## src/rtl/compute_seq_pkg.sv

```systemverilog
// compute_seq_pkg: state/error encodings shared by the compute sequencer files
package compute_seq_pkg;
    localparam logic [2:0] ST_IDLE      = 3'd0;
    localparam logic [2:0] ST_SELECTING = 3'd1;
    localparam logic [2:0] ST_LAUNCH    = 3'd2;
    localparam logic [2:0] ST_EXECUTING = 3'd3;
    localparam logic [2:0] ST_DONE      = 3'd4;
    localparam logic [2:0] ST_FAULT     = 3'd5;
    typedef enum logic [2:0] {
        IDLE      = ST_IDLE,
        SELECTING = ST_SELECTING,
        LAUNCH    = ST_LAUNCH,
        EXECUTING = ST_EXECUTING,
        DONE      = ST_DONE,
        FAULT     = ST_FAULT
    } seq_state_t;
    typedef enum logic [1:0] {
        ERR_NONE    = 2'd0,
        ERR_SELECT  = 2'd1,
        ERR_TIMEOUT = 2'd2,
        ERR_ABORT   = 2'd3
    } seq_err_t;
endpackage

```

## src/rtl/compute_watchdog.sv

```systemverilog
// compute_watchdog: flags the LIMIT-th consecutive enabled cycle since the last clear
module compute_watchdog #(
    parameter int LIMIT = 1000000
) (
    input  logic clk,
    input  logic rst_n,
    input  logic clear,
    input  logic enable,
    output logic expired
);
    localparam int W = $clog2(LIMIT);
    logic [W-1:0] cnt;
    assign expired = enable && (cnt == W'(LIMIT - 1));
    always_ff @(posedge clk or negedge rst_n) begin
        if (!rst_n)
            cnt <= '0;
        else if (clear)
            cnt <= '0;
        else if (enable && !expired)
            cnt <= cnt + 1'b1;
    end
endmodule

```

## src/rtl/compute_sequencer.sv

```systemverilog
// compute_sequencer: select/launch/execute control FSM; watchdog only with COMPUTE_SEQ_WATCHDOG_EN
module compute_sequencer
    import compute_seq_pkg::*;
#(
    parameter int ADDR_WIDTH     = 14,
    parameter int CNT_WIDTH      = 16,
    parameter int TIMEOUT_CYCLES = 1000000
) (
    input  logic                  clk,
    input  logic                  rst_n,
    input  logic                  start,
    input  logic                  abort,
    input  logic                  err_clear,
    input  logic                  sel_result_valid,
    input  logic                  sel_error,
    input  logic [ADDR_WIDTH-1:0] sel_bram_addr,
    output logic                  exe_start,
    input  logic                  exe_done,
    input  logic [ADDR_WIDTH-1:0] exe_bram_addr,
    output logic [ADDR_WIDTH-1:0] bram_rd_addr,
    output logic                  busy,
    output logic                  done,
    output logic                  error,
    output logic [1:0]            err_code,
    output logic [2:0]            state_o,
    output logic [CNT_WIDTH-1:0]  op_count
);
    seq_state_t state;
    seq_err_t   err;
    logic       expired;

    if (TIMEOUT_CYCLES < 2) begin : g_bad_timeout
        $error("TIMEOUT_CYCLES must be at least 2");
    end

`ifdef COMPUTE_SEQ_WATCHDOG_EN
    // Counter is cleared during LAUNCH so it starts from zero on the first EXECUTING cycle
    compute_watchdog #(.LIMIT(TIMEOUT_CYCLES)) u_watchdog (
        .clk     (clk),
        .rst_n   (rst_n),
        .clear   (state == LAUNCH),
        .enable  (state == EXECUTING),
        .expired (expired)
    );
`else
    assign expired = 1'b0;
`endif

    assign state_o      = state;
    assign err_code     = err;
    assign bram_rd_addr = (state == LAUNCH || state == EXECUTING) ? exe_bram_addr : sel_bram_addr;

    always_ff @(posedge clk or negedge rst_n) begin
        if (!rst_n) begin
            state     <= IDLE;
            exe_start <= 1'b0;
            busy      <= 1'b0;
            done      <= 1'b0;
            error     <= 1'b0;
            err       <= ERR_NONE;
            op_count  <= '0;
        end else begin
            exe_start <= 1'b0;
            case (state)
                IDLE: if (start) begin
                    state <= SELECTING;
                    busy  <= 1'b1;
                end
                SELECTING: if (sel_error) begin
                    state <= FAULT;
                    busy  <= 1'b0;
                    error <= 1'b1;
                    err   <= ERR_SELECT;
                end else if (sel_result_valid) begin
                    state     <= LAUNCH;
                    exe_start <= 1'b1;
                end else if (abort) begin
                    state <= IDLE;
                    busy  <= 1'b0;
                end
                LAUNCH: state <= EXECUTING;
                EXECUTING: if (exe_done) begin
                    state <= DONE;
                    busy  <= 1'b0;
                    done  <= 1'b1;
                    if (~&op_count)
                        op_count <= op_count + 1'b1;
                end else if (expired || abort) begin
                    state <= FAULT;
                    busy  <= 1'b0;
                    error <= 1'b1;
                    err   <= expired ? ERR_TIMEOUT : ERR_ABORT;
                end
                DONE: if (!start) begin
                    state <= IDLE;
                    done  <= 1'b0;
                end
                FAULT: if (err_clear) begin
                    state <= IDLE;
                    error <= 1'b0;
                    err   <= ERR_NONE;
                end
                default: state <= IDLE;
            endcase
        end
    end
endmodule

```

## config.mk

```make
export PLATFORM = sky130hd
export DESIGN_NAME = compute_sequencer
export DESIGN_NICKNAME = d
export VERILOG_FILES = /design/src/rtl/compute_seq_pkg.sv /design/src/rtl/compute_watchdog.sv /design/src/rtl/compute_sequencer.sv
export SDC_FILE = /design/constraint.sdc
export NUM_CORES = 1
export LEC_CHECK = 0
export ABC_AREA = 1
export CORE_ASPECT_RATIO = 1.5
export CORE_MARGIN = 5
export CORE_UTILIZATION = 45
export DETAILED_ROUTE_END_ITERATION = 10
export PLACE_DENSITY_LB_ADDON = 0.08
export SLEW_MARGIN = 10
export SYNTH_ARGS = -nofsm -noshare
export SYNTH_HDL_FRONTEND = slang
export SYNTH_SLANG_ARGS = --single-unit
```

## constraint.sdc

```tcl
create_clock -name clk -period 2.45 [get_ports clk]
set_input_delay 0.735 -clock clk [delete_from_list [all_inputs] [get_ports clk]]
set_output_delay 0.735 -clock clk [all_outputs]
set_load 0.01 [all_outputs]
```

==> flow_summary.ini, run 1 <==
[run_status]
outcome = finished, final reports clean

[worst_setup_path]
timing.rr.end = op_count[8]$_DFFE_PN0P_
worstPathArrival_ns = 1.59
slowest_delay_ns = 0.37
worst_ep_required_time_ns = 1.71
path_common_cell = nand2_1
cp_top_family = buffers and inverters
crit_slowest_cell = dfrtp_1
crit_type = flop to output pin
r2r_start = op_count[0]$_DFFE_PN0P_
cp-startpoint = state_o[1]$_DFFE_PN0P_
crit_chain = inv_2, nor2_4, clkinvlp_2, nand2_1, nand2_1, dlygate4sd2_1
start_kind = flop
cp_max_fo = 6
worst-path-buf-inv = 3
cp.depth = 6
regToRegSetupSlack_ns = 0.68
r2r_cells = 9
worstSetupEndpointType = output pin
crit_end = bram_rd_addr[2]

[power_and_ir_drop]
ir_drop_mv = 0.568
power_uw = 2150
power_density_mw_per_mm2 = 854
p_leak_uw = 0.00122

[finish]
layout-drive-gt1-share_pct = 6.69
antenna_cells = 0
stdcell_area_mm2 = 0.00252
syn2layout_area_growth_pct = 50.9
final_core_util_pct = 69.1
final_nets = 382

[drt]
route.detailed.drc = 0
drtAntennaViolNets = 0
avgViaCountPerCell = 4.91
drt-wirelength-per-cell_um = 12.9
vias = 1900
drt_pre_antenna_iters = 4
first_iter_violations = 63
drt_wl_total_mm = 5.01

[clock_tree]
numCtsBuffers = 3
cts-htree-levels = 1
cts.sinks = 25
cts_tree = built
root_buffer = clkbuf_8
cts_buffer_depth = 2
cts_hold_buf = 0
clk_latency_ns = 0.28
clk_pin_slew_ns = 0.10

[grt]
grt_util_met2_pct = 37.6
first_global_vias = 1829
antenna_found_initial = 0
grt_pass1_wl_mm = 8.38
busiest_layer = met2
grt_max_degree = 26
gr-total-overflow = 0
met1_usage_pct = 24.5
track_usage_pct = 20.7
met3_usage_pct = 2.46

[synthesis]
yosys.area.top_type = dfrtp_1
syn-num-nets = 300
syn_area_per_cell_um2 = 6.36
yosysWarnings = 0
seq_area_frac_synth_pct = 37.4
ys_ff_latch = 25
synthDistinctLibCells = 19
synthCells = 263
yosysTopAreaCellShare_pct = 37.4
syn_area_mm2 = 0.00167
synthTopCellsByArea = dfrtp_1 37%, nand2_1 29%, nand3_1 5.4%, nor2_1 5.2%, inv_1 4.9%

[die]
start_util_pct = 45.8
core_mm2 = 0.00365
fp.dieW_um = 59.8
die_area_mm2 = 0.00506
die_h_um = 84.6
ios = 75
rows = 27

[timing]
layout_setup_ws_ns = 0.123
grt_setup_unrepaired = false
finalSetupViolCount = 0
skew_ns = 0.0124
drv_slew = 0
fmax_ghz = 0.430
tightest_slew_ns = 0.332
slew_headroom_pct = 77.9
hold_viol = 0
tns_ns = 0
fin_crit_ns = 2.33
fin_crit_sh_pct = 95.0

[run]
drv_cap = 0

[placed_design]
dpl_cell_area_mm2 = 0.00247
io_buffer_count = 74
post-dp-hpwl_mm = 3.94
dpl_worst_slack_ns = -0.147
gp_congestion = 0.880

[worst_hold_path]
hp-class = flop to flop
## cells in the mapped netlist
cell type	number
a21oi_1	3
buf_2	3
buf_6	2
dfrtp_1	25
ha_1	1
inv_1	22
inv_2	1
nand2_1	130
nand2_2	2
nand3_1	18
nand3b_1	1
nand4_1	7
nor2_1	23
nor2_2	1
nor2_4	1
o21ai_0	13
o21ai_1	1
o21ai_2	1
xor2_1	8
## state kept, by name (all words and copies together), names as in the netlist
name / cells
err_code: 2
error: 1
state_o: 3
done: 1
exe_start: 1
busy: 1
op_count: 16
## through the flow
step                      instances  hold slack (ns)
after floorplan                 263            0.439
after global placement          380            0.480
after detailed placement        380            0.494
after CTS                       386            0.519
after global routing            387            0.553
final                           387            0.508
## placed cells by master, fill, tap and decap left out, types with 5 or more instances in the layout
cell,Yosys,routed
nor2_1,23,23
dfrtp_1,25,25
nand3_1,18,18
buf_4,0,5
clkdlybuf4s50_1,0,60
nand4_1,7,7
inv_1,22,20
nand2_1,130,130
dlygate4sd2_1,0,11
o21ai_0,13,13
xor2_1,8,8
## where the power goes
group / leakage, uW / switching [uW] / internal (uW)
Combinational: 0.000877 / 644 / 571
Sequential: 0.000325 / 137 / 546
Clock: 0.0000217 / 141 / 115
Total: 0.00122 / 923 / 1230
## worst reg2reg max path: stages (launching register included)
cell,delay (ns)
dfrtp_1,0.46
ha_1,0.30
inv_1,0.06
nor2_1,0.15
nand3_1,0.13
nand2_1,0.09
nand2_2,0.12
buf_4,0.22
nand2_1,0.07
o21ai_0,0.07
## cells by family (layout without fill, tap and decap cells)
group | count (synthesis) | after routing | synth area share, %
AO/OA/AOI/OAI | 18 | 18 | 5.61
XOR/XNOR | 8 | 8 | 4.19
adder cells (fa/ha/maj) | 1 | 1 | 0.748
buffers and inverters | 28 | 109 | 7.41
flip-flops | 25 | 25 | 37.4
AND/OR/NAND/NOR | 183 | 183 | 44.6
## layer usage
layer	up-vias	part of all wire, %
met4	0	2.1
met1	867	39
li1	980	-
met3	10	4.5
met5	-	0
met2	43	54
## timing repair
item	4_1_cts	5_1_grt
resized for setup	16	9
endpoints found under the setup margin	14	4
setup buffers	2	0
pin swaps	0	1
cloned	0	1
endpoints found under the hold margin	0	0
## worst min-delay path by stage
stage	startpoint	to	slack, ns	cells past startpoint
after global routing	done$_DFFE_PN0P_	done$_DFFE_PN0P_	0.55	2
final	done$_DFFE_PN0P_	done$_DFFE_PN0P_	0.51	2
after floorplan	rst_n	busy$_DFFE_PN0P_	0.44	0
after global placement	error$_DFFE_PN0P_	error$_DFFE_PN0P_	0.48	2
after CTS	done$_DFFE_PN0P_	done$_DFFE_PN0P_	0.52	2
after detailed placement	done$_DFFE_PN0P_	done$_DFFE_PN0P_	0.49	2
## layout make-up
type,instances,area [um^2]
clock buffer,3,41.3
clock inverter,1,7.51
fill,346,1130
inverter,23,90.1
multi-input combinational,210,927
sequential,25,626
tap,43,53.8
timing repair buffer,81,772
timing repair inverter,1,5.00
(Power assumes the default switching activity.)
==> run 2, diff against run 1 <==
--- a/config.mk
+++ b/config.mk
@@ -11,6 +11,7 @@
 export CORE_UTILIZATION = 45
 export DETAILED_ROUTE_END_ITERATION = 10
 export PLACE_DENSITY_LB_ADDON = 0.08
+export SETUP_SLACK_MARGIN = 0.5
 export SLEW_MARGIN = 10
 export SYNTH_ARGS = -nofsm -noshare
 export SYNTH_HDL_FRONTEND = slang
==> flow_summary.ini, run 2 (synthesis gave the netlist of run 1 again) <==
[run_status]
outcome = finished, final reports clean

[power_and_ir_drop]
p_leak_uw = 0.00155
power_uw = 2260
ir_drop_mv = 0.574
power_density_mw_per_mm2 = 849

[grt]
track_usage_pct = 22.1
gr-total-overflow = 0
grt_max_degree = 26
antenna_found_initial = 0
grt_pass1_wl_mm = 8.88
first_global_vias = 1959

[timing]
fin_crit_sh_pct = 87.1
hold_viol = 0
finalSetupViolCount = 0
fin_crit_ns = 2.13
drv_slew = 0
fmax_ghz = 0.469
tightest_slew_ns = 0.334
grt_setup_unrepaired = true
slew_headroom_pct = 77.8
skew_ns = 0.00497

[clock_tree]
cts-htree-levels = 1
numCtsBuffers = 3
clk_pin_slew_ns = 0.10
clk_latency_ns = 0.27
cts_buffer_depth = 2
cts_tree = built
cts.sinks = 25
root_buffer = clkbuf_8

[worst_setup_path]
start_kind = flop
worstSetupEndpointType = output pin
worstPathArrival_ns = 1.40
crit_chain = nor2_4, clkinvlp_4, buf_6, nand2_2, nand2_1, buf_2
crit_type = flop to output pin
worst_ep_required_time_ns = 1.71
crit_slowest_cell = dfrtp_1
cp_max_fo = 6
slowest_delay_ns = 0.42

[placed_design]
io_buffer_count = 74
dpl_cell_area_mm2 = 0.00247
post-dp-hpwl_mm = 3.94
gp_congestion = 0.880

[worst_hold_path]
hp-class = flop to flop

[die]
ios = 75
rows = 27
fp.dieW_um = 59.8
core_mm2 = 0.00365
die_h_um = 84.6
die_area_mm2 = 0.00506
start_util_pct = 45.8

[finish]
layout_commonest_cell = nand2_1
regArea_um2 = 629
largest_reg_flops = 16
final_nets = 398
multiInputGateArea_um2 = 957
layout_common_cells = 118 x nand2_1, 34 x dlygate4sd2_1, 23 x nor2_1
antenna_cells = 0
nFillCells = 334
stdcell_area_mm2 = 0.00266
syn2layout_area_growth_pct = 59.1
top_register = op_count
layout-drive-gt1-share_pct = 18.1

[drt]
drtAntennaViolNets = 0
vias = 2007
drt_wl_total_mm = 5.38
drt-wirelength-per-cell_um = 13.3
first_iter_violations = 67
avgViaCountPerCell = 4.98
route.detailed.drc = 0
drt_pre_antenna_iters = 4

[run]
drv_cap = 0
[run 2: worst paths after layout]
check | cells after the start | to | from | slack, ns
worst max-delay path | 6 | bram_rd_addr[6] | state_o[2]$_DFFE_PN0P_ | 0.32
worst min-delay path | 2 | done$_DFFE_PN0P_ | done$_DFFE_PN0P_ | 0.50
worst max register to register | 10 | op_count[8]$_DFFE_PN0P_ | op_count[0]$_DFFE_PN0P_ | 0.66
min in group asynchronous | 2 | error$_DFFE_PN0P_ | rst_n | 0.82
max in group asynchronous | 2 | op_count[0]$_DFFE_PN0P_ | rst_n | 1.36
worst min register to register | 2 | done$_DFFE_PN0P_ | done$_DFFE_PN0P_ | 0.50
[run 2: final cells by class]
class | instances | share of cell area, %
Clock buffer | 3 | 1.55
Clock inverter | 1 | 0.282
Inverter | 23 | 3.39
Multi-Input combinational cell | 210 | 36.0
Sequential cell | 25 | 23.7
Tap cell | 43 | 2.02
Timing Repair Buffer | 98 | 33.1
[run 2: routing by layer]
metal / up-vias / GRT usage, % / share of wire [%]
met2: 61 / 40.4 / 53
met3: 14 / 2.46 / 5.2
met4: 0 / 7.26 / 2.8
li1: 1013 / - / -
met1: 919 / 25.4 / 39
met5: - / 0 / 0
[run 2: through the flow]
stage	hold slack [ns]	setup WS (ns)	std cells	utilization, %	TNS, ns
after floorplan	0.439	0.501	263	-	0
after CTS	0.519	0.311	402	70.6	0
after detailed placement	0.494	-0.147	380	67.6	-1.85
final	0.502	0.317	403	72.9	0
after global routing	0.549	0.225	403	72.9	0
after global placement	0.480	-0.146	380	67.6	-1.80
[run 2: repair_timing]
| action | in CTS | in global routing |
|---|---|---|
| setup buffers | 18 | 1 |
| gates resized for setup | 105 | 24 |
| endpoints found under the hold margin | 0 | 0 |
| pin swaps | 25 | 12 |
| hold buffers | 0 | 0 |
| setup endpoints to repair | 33 | 27 |
[run 2: report_power, final]
part | total, uW | switching (uW) | internal (uW)
registers | 635 | 86.8 | 548
logic | 1360 | 743 | 622
clock network | 259 | 144 | 116
total | 2260 | 973 | 1290
[run 2: worst max-delay path, delay by kind of cell, from the launching register on]
family	cells	cell delay, ns
and+or+nand+nor	3	0.26
DFF	1	0.42
buffers and inverters	3	0.44
